$ cat config.mk
export PLATFORM = sky130hd
export DESIGN_NAME = baud_tick_gen
export DESIGN_NICKNAME = d
export VERILOG_FILES = /design/src/rtl/baud_tick_gen.sv
export SDC_FILE = /design/constraint.sdc
export NUM_CORES = 1
export LEC_CHECK = 0
export CAP_MARGIN = 20
export CELL_PAD_IN_SITES_DETAIL_PLACEMENT = 1
export CELL_PAD_IN_SITES_GLOBAL_PLACEMENT = 1
export CORE_MARGIN = 2
export CORE_UTILIZATION = 40
export CTS_BUF_LIST = sky130_fd_sc_hd__clkbuf_4
export CTS_CLUSTER_DIAMETER = 100
export DETAILED_ROUTE_END_ITERATION = 8
export PLACE_DENSITY = 0.91
export SYNTH_ARGS = -nofsm -noshare
export SYNTH_HDL_FRONTEND = slang
export SYNTH_SLANG_ARGS = --single-unit
$ cat constraint.sdc
create_clock -name clk_i -period 4.65 [get_ports clk_i]
set_input_delay 0.93 -clock clk_i [delete_from_list [all_inputs] [get_ports clk_i]]
set_output_delay 0.93 -clock clk_i [all_outputs]
set_load 0.05 [all_outputs]
$ cat src/rtl/baud_tick_gen.sv
// ---------------------------------------------------------------------------
// baud_tick_gen
//   Baud timing generator for the UART TX/RX paths. Produces single-cycle
//   enable ticks in the system clock domain rather than a divided clock:
//   an oversample tick, a mid-bit sample tick and an end-of-bit tick.
//   The divisor is loadable at run time, and the bit phase can be restarted
//   by the RX start-bit detector.
//
//   Optional feature: define BAUD_FRAC_EN to build a fractional divisor
//   accumulator. When it is enabled, a carry out of the accumulator stretches
//   the next oversample period by one cycle. Without the macro, frac_i is
//   ignored and every oversample period is exactly div_eff cycles.
//
// Parameters
//   CNT_W    width of the integer divisor and of the cycle counter
//   OVS      oversample ticks per bit (even, >= 2)
//   FRAC_W   width of the fractional divisor
//   DEF_DIV  divisor loaded at reset
//
// Ports
//   clk_i       in   system clock, rising edge
//   rst_i       in   synchronous reset, active high
//   en_i        in   run enable; counters hold while low
//   cfg_we_i    in   load div_i/frac_i and restart counting
//   div_i       in   integer divisor (0 behaves as 1)
//   frac_i      in   fractional divisor, units of 1/2^FRAC_W
//   resync_i    in   restart the bit phase
//   ovs_tick_o  out  1-cycle pulse at baud*OVS
//   mid_tick_o  out  1-cycle pulse at mid-bit
//   bit_tick_o  out  1-cycle pulse at end of bit
// ---------------------------------------------------------------------------
module baud_tick_gen #(
    parameter int CNT_W   = 32,
    parameter int OVS     = 16,
    parameter int FRAC_W  = 4,
    parameter int DEF_DIV = 27
) (
    input  logic              clk_i,
    input  logic              rst_i,
    input  logic              en_i,
    input  logic              cfg_we_i,
    input  logic [CNT_W-1:0]  div_i,
    input  logic [FRAC_W-1:0] frac_i,
    input  logic              resync_i,
    output logic              ovs_tick_o,
    output logic              mid_tick_o,
    output logic              bit_tick_o
);

    localparam int PH_W = $clog2(OVS);
    localparam logic [PH_W-1:0] MID_PH  = PH_W'(OVS / 2 - 1);
    localparam logic [PH_W-1:0] LAST_PH = PH_W'(OVS - 1);

    logic [CNT_W-1:0] r_div_q;
    logic [CNT_W-1:0] r_cnt;
    logic [PH_W-1:0]  r_phase;
    logic             r_ovs;
    logic             r_mid;
    logic             r_bit;

    logic [CNT_W-1:0] w_div_eff;
    logic             w_wrap;

    // Divisor 0 is treated as 1 so the counter always terminates.
    assign w_div_eff = (r_div_q == '0) ? CNT_W'(1) : r_div_q;

`ifdef BAUD_FRAC_EN
    logic [FRAC_W-1:0] r_frac_q;
    logic [FRAC_W-1:0] r_acc;
    logic              r_carry;
    logic [FRAC_W:0]   w_acc_sum;

    assign w_acc_sum = {1'b0, r_acc} + {1'b0, r_frac_q};

    // A pending carry lengthens the period to div_eff+1. Comparing against
    // div_eff (instead of computing div_eff+1) keeps the compare inside
    // CNT_W bits even for the all-ones divisor.
    assign w_wrap = r_carry ? (r_cnt == w_div_eff)
                            : (r_cnt == w_div_eff - CNT_W'(1));

    always_ff @(posedge clk_i) begin
        if (rst_i) begin
            r_frac_q <= '0;
            r_acc    <= '0;
            r_carry  <= 1'b0;
        end else if (cfg_we_i) begin
            r_frac_q <= frac_i;
            r_acc    <= '0;
            r_carry  <= 1'b0;
        end else if (resync_i) begin
            r_acc    <= '0;
            r_carry  <= 1'b0;
        end else if (en_i && w_wrap) begin
            // The carry produced at this tick applies to the next period.
            r_acc    <= w_acc_sum[FRAC_W-1:0];
            r_carry  <= w_acc_sum[FRAC_W];
        end
    end
`else
    logic w_unused_frac;
    assign w_unused_frac = ^frac_i;

    assign w_wrap = (r_cnt == w_div_eff - CNT_W'(1));
`endif

    always_ff @(posedge clk_i) begin
        if (rst_i) begin
            r_div_q <= CNT_W'(DEF_DIV);
            r_cnt   <= '0;
            r_phase <= '0;
            r_ovs   <= 1'b0;
            r_mid   <= 1'b0;
            r_bit   <= 1'b0;
        end else if (cfg_we_i) begin
            r_div_q <= div_i;
            r_cnt   <= '0;
            r_phase <= '0;
            r_ovs   <= 1'b0;
            r_mid   <= 1'b0;
            r_bit   <= 1'b0;
        end else if (resync_i) begin
            r_cnt   <= '0;
            r_phase <= '0;
            r_ovs   <= 1'b0;
            r_mid   <= 1'b0;
            r_bit   <= 1'b0;
        end else if (en_i) begin
            if (w_wrap) begin
                r_cnt   <= '0;
                // Explicit wrap so a non-power-of-two OVS also works.
                r_phase <= (r_phase == LAST_PH) ? '0 : r_phase + PH_W'(1);
                r_ovs   <= 1'b1;
                r_mid   <= (r_phase == MID_PH);
                r_bit   <= (r_phase == LAST_PH);
            end else begin
                r_cnt   <= r_cnt + CNT_W'(1);
                r_ovs   <= 1'b0;
                r_mid   <= 1'b0;
                r_bit   <= 1'b0;
            end
        end else begin
            r_ovs   <= 1'b0;
            r_mid   <= 1'b0;
            r_bit   <= 1'b0;
        end
    end

    assign ovs_tick_o = r_ovs;
    assign mid_tick_o = r_mid;
    assign bit_tick_o = r_bit;

endmodule

==> out/metrics.csv <==
stage;metric;value;unit
outcome;status;finished clean;
power_and_ir_drop;ir_drop;0.116;mV
sta;final-hold-violation-count;0;
setup_path;crit_chain;or4_1 -> or4_4 -> nor2_2 -> a21oi_1 -> ha_1 -> xnor2_1 -> a221oi_1 -> o211ai_1 -> a2111oi_4 -> o2111ai_2 -> or4_4 -> or4_1 -> a21oi_1;
logic_synthesis;yosysTopAreaCellShare;34.9;%
clock_tree;clkSinkCount;71;
sta;fin_hold_ws;487;ps
power_and_ir_drop;power.internal;963;uW
setup_path;crit_slowest_cell;or4_1;
sta;fin_ws;250;ps
logic_synthesis;synth_flop_cell;dfxtp_1;
logic_synthesis;synth_async_sr_flop_share;0;%
layout;n_antenna_cell;0;
logic_synthesis;ys_seq_area_share;34.9;%
floorplan;ios;44;
detailed_routing;wl_met2;6.03;mm
setup_path;setup.worst_path.end;r_phase[3];
placed_design;place_ws;-48.3;ps
floorplan;rows;36;
sta;slew_violations;0;
setup_path;r2r_cells;13;
setup_path;r2r_start;r_div_q[15];
detailed_routing;wl_met1;4.98;mm
sta;clock-skew-final;21.4;ps
detailed_routing;wl;11.7;mm
setup_path;regToRegSetupSlack;250;ps
setup_path;r2r_end;r_phase[3];
setup_path;critical_path_buf_inv_count;0;
global_routing;grt_max_degree;32;
min_path;hp-class;reg2reg;
logic_synthesis;synth.distinct_cells;55;
setup_path;cp.depth;13;
layout;final_nets;587;
logic_synthesis;synth_common_cells;85 x nor2_1, 71 x dfxtp_1, 39 x xor2_1;
floorplan;core;9820;sq um
placed_design;io_buffer_count;39;
power_and_ir_drop;pwr-share-comb;17.6;%
clock_tree;cts_root_buffer;clkbuf_4;
logic_synthesis;synth-seq-cells;71;
setup_path;startpoint_type;register;
sta;finalSetupTns;0;ps
layout;stdcell_area;4990;sq um
power_and_ir_drop;total_power;1340;uW
clock_tree;holdBufCountCts;0;
global_routing;grt_remaining_overflow;0;
run;maxCapViolations;0;
global_routing;first_global_vias;3953;
floorplan;die_w;105;um
placed_design;dp_hpwl;8.84;mm
global_routing;grt_use_total;21.7;%
setup_path;worst_ep_required_time;5020;ps
clock_tree;h-tree-depth;3;
floorplan;fp.dieH;105;um
clock_tree;numCtsBuffers;9;
setup_path;crit_path_max_incr_delay;580;ps
clock_tree;cts_buffer_depth;2;
clock_tree;path_clk_slew;120;ps
setup_path;crit_path_max_fanout;9;
logic_synthesis;avgSynthCellArea;8.32;sq um
sta;setup_viol;0;
logic_synthesis;ys_top_cells_by_area;dfxtp_1 35%, mux2i_1 8.6%, xor2_1 8.4%;
logic_synthesis;ys.warnings.count;0;
clock_tree;clk_latency;450;ps
setup_path;critPathTopFamily;simple AND/OR/NAND/NOR gates;
layout;final_layout_size_suffix_gt1_share;14.1;%
power_and_ir_drop;clockPowerShare;34.5;%
setup_path;cp-end-kind;register;
power_and_ir_drop;p_leak;0.00189;uW
setup_path;arrival;4770;ps
detailed_routing;drt_iter0_drc;161;
setup_path;worstSetupPathType;reg2reg;
sta;slew_headroom;49.5;%
sta;worst_slew_pin_slew;755;ps
placed_design;post_dp_cell_area;4770;sq um
global_routing;antenna_found_initial;0;
layout;areaGrowthSynthToFinish;22.3;%
detailed_routing;drc_errors;0;
floorplan;die_area;11000;sq um
setup_path;worstSetupStartpoint;r_div_q[15];
power_and_ir_drop;seq_power_share;47.8;%
global_routing;grt_first_pass_wirelength;19.2;mm
logic_synthesis;syn_inst;490;
logic_synthesis;synth_top_area_cell;dfxtp_1;
detailed_routing;wl_per_cell;17.2;um
sta;max_freq;0.227;GHz
sta;rsz0062_at_grt;false;
detailed_routing;met3_length;538;um
detailed_routing;ant_nets;0;
logic_synthesis;synth_edf_count;0;
sta;min_period;4400;ps
detailed_routing;dr.pass1.iters;4;
detailed_routing;via_per_inst;5.53;
logic_synthesis;synthMostInstantiatedCell;nor2_1;
logic_synthesis;synth_fp_nets;534;
clock_tree;cts_tree;done;
power_and_ir_drop;powerDensity;268;nW/um^2
power_and_ir_drop;p_switching;373;uW
floorplan;initial_core_util;41.5;%
power_and_ir_drop;swShare;27.9;%
detailed_routing;top_layer;met4;
logic_synthesis;syn_area;4080;sq um
detailed_routing;via_count;3768;
placed_design;gp_congestion;0.870;
sta;post-route-period-util;94.6;%
## how the worst min path moves through the flow
stage,to,from,depth (start not counted)
floorplan,mid_tick_o,r_phase[3],1
global placement,r_phase[1],r_phase[1],2
detailed placement,mid_tick_o,r_phase[3],1
CTS,mid_tick_o,r_phase[3],1
global route,mid_tick_o,r_phase[3],1
finish,mid_tick_o,r_phase[3],1
## power by group through the flow
stage	clock network, uW	registers [uW]	logic (uW)
after detailed placement	0	651	225
final	461	639	236
after CTS	479	638	227
after global routing	506	641	254
after global placement	0	650	216
after floorplan	0	653	127
## routing by layer
layer	global-route usage [%]	vias up
met5	0	-
met4	7.81	0
met3	4.55	13
met2	39.5	64
met1	25.0	1852
li1	-	1839
## sequential cells by signal (all words and copies together), names as in the netlist
signal      cells
r_div_q        32
bit_tick_o      1
r_cnt          32
mid_tick_o      1
r_phase         4
ovs_tick_o      1
## layout by cell type (no fill, tap or decap), types with 5 or more instances in the layout
master / count
a21oi_1: 9
and3_1: 7
buf_4: 34
clkbuf_4: 10
clkdlybuf4s50_1: 38
dfxtp_1: 69
inv_1: 6
mux2i_1: 35
nand2_1: 28
nand2b_1: 7
nand3_1: 14
nand4_1: 10
nor2_1: 84
nor3_1: 9
nor4_1: 11
o211ai_1: 7
o21ai_0: 9
or2_2: 5
or3_1: 5
or4_1: 11
or4_4: 6
xnor2_1: 27
xor2_1: 39
## area by class of cell
class | instances | area [sq um]
clock inverters | 6 | 85.1
multi-input cells | 381 | 2550
well taps | 133 | 166
repair buffers | 74 | 661
inverters | 6 | 22.5
fillers | 1200 | 4830
clock buffers | 10 | 75.1
flip-flops and latches | 71 | 1420
## per-stage QoR
| step | util [%] | cells |
|---|---|---|
| finish | 50.8 | 681 |
| global route | 50.8 | 681 |
| CTS | 50.2 | 680 |
| detailed placement | 48.5 | 664 |
| global placement | 48.5 | 664 |
| floorplan | - | 490 |
## cells by family after synthesis
family	count (synthesis)	synth area share (%)
AOI/OAI and AO/OA	56	9.67
xor gates and xnor gates	66	14.2
adders and majority gates	3	0.921
buffers and inverters	38	3.87
DFF	71	34.9
muxes	36	8.87
and+or+nand+nor	220	27.6
## timing repair
action / in CTS / in global routing
gates resized for setup: 2 / 11
endpoints found under the setup margin: 37 / 39
buffers inserted: 0 / 1
pin swaps: 0 / 3
Note: power is estimated with default switching activity, not from simulation.
